<file path="src/rtl/imm_ext.sv">
`default_nettype none
// ============================================================================
// Module   : imm_ext
// Purpose  : Immediate-extension unit for the MIPS datapath. Widens a 16-bit
//            instruction immediate to 32 bits in one of four modes and
//            registers the result (1-cycle latency) with a valid strobe.
// Ports    : clk   - system clock, rising-edge sampled
//            reset - synchronous, active-high reset
//            en    - load enable; imm/EOp accepted on an edge with en=1
//            imm   - raw 16-bit immediate field
//            EOp   - mode: 00 sign-ext, 01 zero-ext, 10 load-upper,
//                    11 branch offset (sign-ext, shift left 2)
//            ext   - extended immediate
//            vld   - ext holds a result from an accepted input
// Config   : EXT_COMB_OUT_EN - when defined, ext/vld are driven
//            combinationally from res/en and the register stage is removed.
// Revision : 1.0 - initial release
// ============================================================================
module imm_ext (
   input  logic        clk,
   input  logic        reset,
   input  logic        en,
   input  logic [15:0] imm,
   input  logic [1:0]  EOp,
   output logic [31:0] ext,
   output logic        vld
);

   localparam logic [1:0] C_EOP_SEXT = 2'b00;
   localparam logic [1:0] C_EOP_ZEXT = 2'b01;
   localparam logic [1:0] C_EOP_LUI  = 2'b10;
   localparam logic [1:0] C_EOP_BOFS = 2'b11;

   logic [31:0] w_res;

   // Pure bit rearrangement; every EOp value is decoded so no X can leak.
   always_comb begin
      w_res = 32'h0000_0000;
      case (EOp)
         C_EOP_SEXT: w_res = {{16{imm[15]}}, imm};
         C_EOP_ZEXT: w_res = {16'h0000, imm};
         C_EOP_LUI:  w_res = {imm, 16'h0000};
         C_EOP_BOFS: w_res = {{14{imm[15]}}, imm, 2'b00};
         default:    w_res = 32'h0000_0000;
      endcase
   end

`ifdef EXT_COMB_OUT_EN
   // Zero-latency variant: clk/reset are kept only for port compatibility.
   logic w_unused_clk_reset;
   assign w_unused_clk_reset = clk ^ reset;

   assign ext = w_res;
   assign vld = en;
`else
   logic [31:0] r_ext;
   logic        r_vld;

   // Reset dominates enable; with en=0 the result holds but vld drops, so
   // vld is a one-cycle strobe per accepted input.
   always_ff @(posedge clk) begin
      if (reset) begin
         r_ext <= 32'h0000_0000;
         r_vld <= 1'b0;
      end else if (en) begin
         r_ext <= w_res;
         r_vld <= 1'b1;
      end else begin
         r_vld <= 1'b0;
      end
   end

   assign ext = r_ext;
   assign vld = r_vld;
`endif

endmodule
`default_nettype wire

</file>
<file path="config.mk">
export PLATFORM = sky130hd
export DESIGN_NAME = imm_ext
export DESIGN_NICKNAME = d
export VERILOG_FILES = /design/src/rtl/imm_ext.sv
export SDC_FILE = /design/constraint.sdc
export NUM_CORES = 1
export LEC_CHECK = 0
export ABC_AREA = 1
export ABC_CLOCK_PERIOD_IN_PS = 870
export BUFFER_PORTS_ARGS = -buffer_cell sky130_fd_sc_hd__buf_2
export CAP_MARGIN = 25
export CORE_MARGIN = 2
export CORE_UTILIZATION = 44
export DETAILED_ROUTE_END_ITERATION = 7
export GPL_TIMING_DRIVEN = 0
export PLACE_DENSITY = 0.74
export SETUP_SLACK_MARGIN = 0.4
export SYNTH_ARGS = -nofsm -noshare
export SYNTH_HDL_FRONTEND = slang
export SYNTH_SLANG_ARGS = --single-unit
</file>
<file path="constraint.sdc">
create_clock -name clk -period 0.87 [get_ports clk]
set_clock_uncertainty 0.15 [all_clocks]
set_input_delay 0.1305 -clock clk [delete_from_list [all_inputs] [get_ports clk]]
set_output_delay 0.1305 -clock clk [all_outputs]
set_load 0.05 [all_outputs]
</file>
### Yosys cells after proc, flatten, opt, wreduce, memory -nomap -nowiden

Cells that the tools add are included.

* output and inout bits: 33
* flip-flop bits (word level): 33
* bits of input ports: 21
* logic and storage cells: 8

* reductions and logical operators: 1
* equal/unequal tests: 3
* multiplexer cells: 2

Operators with widths (number)
* 32-bit one-hot mux with 4 select lines: 1
* 2-bit == test (second input constant): 2
* 2-bit by 1-bit == test with 1-bit output (second input constant): 1
* 2-bit zero test: 1
* 1-bit two-way mux: 1

### Logic depth before layout (Yosys ltp)

* depth in word-level cells: 2
* gate-level depth with buffers: 8
* mapped depth without buffers: 6

### Least setup slack after synthesis

OpenSTA, ideal clock, no wires.

* path type: reg2reg
* start point: register ext[17] (netlist name)
* end point: register r_ext[17] (netlist: ext[17])
* buffers on the path: 0
* period minus slack after synthesis: 1.088 ns
* library setup time: 0.067 ns
* setup slack: -0.218 ns
* arrival: 0.872 ns
* data required time: 0.653 ns
* cell stages (with the launch flop): 3
* path through: dfxtp_1 o21ai_0 a21oi_2

RTL lines
* to (signal assigned): line 66 `r_ext <= w_res;`
* to (decl): line 56 `logic [31:0] r_ext;`

### Final worst setup path

* start point: register r_ext[21] (netlist: ext[21])
* end point: output ext[21]

RTL lines
* to (decl): line 25 `output logic [31:0] ext,`

No word-level cell between the ends.

==> run_results.csv <==
group,metric,value,unit
synthesis,ys_types,21,
synthesis,synth_edf_count,0,
timing,setup_violations,36,
synthesis,yosys.area_share.simple,33.2,%
drt,drt-wirelength-per-cell,14.5,µm
timing,finalHoldWorstSlack,-0.181,ns
worst_setup_path,r2r-start,"ext[21]",
grt,grt_max_degree,11,
finish,drive_above_1_share,55.0,%
worst_hold_path,min-delay-start,"reset",
drt,drt-total-wl,4.97,mm
synthesis,ys_seq_area_share,41.9,%
synthesis,ys_seq_elements,33,
clock_tree,cts_sinks,33,
worst_setup_path,critPathArrivalTime,0.86,ns
worst_setup_path,r2r_slack,-0.11,ns
synthesis,yosys.cell_count.top_type,"nand2_1",
synthesis,synthFlopType,"dfxtp_1",
worst_setup_path,cp_max_fo,2,
clock_tree,insertion_delay,0.33,ns
worst_setup_path,worstPathCellList,"buf_8",
finish,nets,320,
synthesis,synth_compound_area_share,13.9,%
worst_hold_path,hold_class,"input port to flop",
worst_setup_path,critical_path_depth,1,
timing,slew_violations,0,
synthesis,synthesis.nets,247,
worst_setup_path,cp_top_family,"flip-flops",
die,ios,54,
clock_tree,clock-root-buffer,"clkbuf_4",
timing,worstMarginPinSlew,0.447,ns
worst_setup_path,path_class,"flop to output pin",
outcome,status,"finished with violations",
worst_setup_path,max_stage_delay,0.37,ns
grt,grt_pass1_wl,7.58,mm
die,coreArea,3390,µm²
grt,grtUsageTotal,24.2,%
synthesis,synth_mux_area_share,0,%
drt,viasPerCell,5.07,
placed_design,gp_congestion,0.789,
timing,max_freq,879,MHz
worst_hold_path,holdPathEnd,"ext[1]",
outcome,violations,"negative hold slack, negative setup slack",
timing,relSlewSlack,70.2,%
die,fp-row-count,21,
synthesis,synth_area_leader_cell,"dfxtp_1",
grt,grt_pass1_vias,1671,
clock_tree,cts_tree,"yes",
worst_hold_path,min_path_cells,2,
timing,rsz0062_at_grt,"true",
clock_tree,htree_levels,2,
synthesis,ys_top_cells_by_area,"dfxtp_1, nand2_1, a21oi_2",
placed_design,portBuffers,52,
synthesis,synthXorXnorAreaFrac,0,%
grt,grt-ovfl-total,0,
worst_setup_path,reg2reg_depth,4,
worst_setup_path,critPathBufInv,1,
finish,utilization,79.8,%
drt,route.detailed.drc,0,
timing,final.period_utilization,131,%
worst_setup_path,start_kind,"flop",
synthesis,async_reset_ff_share,0,%
worst_setup_path,critPathSlowestCell,"dfxtp_4",
die,die-width,63.8,µm
power_and_ir_drop,p_per_area,1380,nW/µm²
synthesis,synth_top_area_share,41.9,%
timing,finalWorstSetupSlack,-0.268,ns
drt,firstDrtPassIters,4,
drt,drtAntennaViolNets,0,
synthesis,synthCells,226,
worst_setup_path,r2r-end,"ext[21]",
grt,antenna_found_initial,0,
die,start_util,46.5,%
die,die_y,63.8,µm
clock_tree,path_clk_slew,0.10,ns
placed_design,hpwl,2.86,mm
synthesis,syn-cell-area,1580,µm²
synthesis,netlist_top_cells_count,"nand2_1, dfxtp_1, o21ai_0",
power_and_ir_drop,power_leakage,1.32,nW
drt,drt_iter0_markers,156,
clock_tree,clockBufferDepth,2,
job,maxCapViolations,0,
finish,syn2layout_area_growth,71.6,%
worst_setup_path,worstSetupEndpointType,"output pin",
placed_design,preCtsSetupSlack,-0.337,ns
synthesis,avgSynthCellArea,6.97,µm²
synthesis,synth_top_family_by_area,"simple AND/OR/NAND/NOR gates",
finish,n_antenna_cell,0,
drt,vias,1744,
power_and_ir_drop,peakVddDrop,0.976,mV
synthesis,synthAdderAreaFrac,0,%
synthesis,yosysWarnings,0,
worst_setup_path,required,0.59,ns
clock_tree,cts_made_buffers,5,
timing,period_needed,1.14,ns
timing,hold_viol_final,22,
die,die-area,4070,µm²
==> placed cells by master (no fill, tap or decap) <==
| cell type | instances |
|---|---|
| nand3_2 | 1 |
| buf_1 | 1 |
| inv_6 | 1 |
| nand2_4 | 2 |
| nor3_4 | 1 |
| nor2_8 | 1 |
| nor2_1 | 1 |
| nand3_4 | 1 |
| a31oi_1 | 1 |
| buf_2 | 21 |
| nand3_1 | 15 |
| nand2_1 | 93 |
| inv_4 | 2 |
| clkbuf_4 | 7 |
| dfxtp_4 | 33 |
| o21ai_1 | 2 |
| buf_12 | 2 |
| o21ai_2 | 15 |
| clkinv_2 | 1 |
| nand2_2 | 9 |
| inv_1 | 15 |
| a21oi_2 | 12 |
| inv_2 | 1 |
| buf_6 | 14 |
| a21oi_1 | 6 |
| buf_8 | 35 |
| buf_4 | 5 |
==> through the flow <==
stage / setup TNS, ns / cell area (µm²) / power [W] / std cells
after detailed placement: -7.79 / 2090 / 0.00259 / 324
after global placement: -7.63 / 2090 / 0.00258 / 324
after global routing: -9.79 / 2700 / 0.00392 / 344
final: -8.57 / 2700 / 0.00373 / 344
after CTS: -8.47 / 2530 / 0.00361 / 331
after floorplan: -0.681 / 1770 / 0.00236 / 226
==> cell families (layout without fill, tap and decap cells) <==
group           after synthesis  in the layout
flops                        33             33
compound gates               36             36
buf+inv                      33            105
simple gates                124            124
==> per-layer routing <==
layer  share of wire [%]  GRT usage, %  vias up
li1                    -             -      865
met1                  41          29.7      808
met2                  52          39.5       55
met3                 4.7          7.39       16
met4                 2.7          9.24        0
met5                   0             0        -
==> cell type report <==
class,instances,area (µm²)
clock buffer,5,37.5
tap,46,57.6
multi-input combinational,160,853
inverter,19,81.3
buffer,14,145
clock inverter,1,5.00
fill,213,686
timing repair buffer,66,739
sequential,33,785
==> what timing repair did <==
action / in CTS / in global routing
pin swaps: 30 / 7
setup buffers: 1 / 12
hold endpoints to repair: 22 / 22
cloned: 0 / 1
setup endpoints to repair: 65 / 65
gates resized for setup: 121 / 28
==> state kept, by name, indices dropped and copies added, names as in the netlist <==
| signal | flops |
|---|---|
| vld | 1 |
| ext | 32 |
==> how the worst max path moves through the flow <==
stage | start | end | slack (ns)
floorplan | en | ext[10] | -0.06
CTS | ext[2] | ext[2] | -0.26
global placement | reset | ext[23] | -0.32
finish | ext[21] | ext[21] | -0.27
global route | ext[13] | ext[13] | -0.29
detailed placement | reset | ext[16] | -0.34
==> where the power goes <==
| part | switching (W) | total (W) | leakage [nW] | internal, W |
|---|---|---|---|---|
| combinational | 0.000740 | 0.00128 | 0.999 | 0.000537 |
| sequential | 0.000100 | 0.00168 | 0.294 | 0.00158 |
| clock | 0.000501 | 0.000781 | 0.0269 | 0.000280 |
Note: power is estimated with default switching activity, not from simulation.
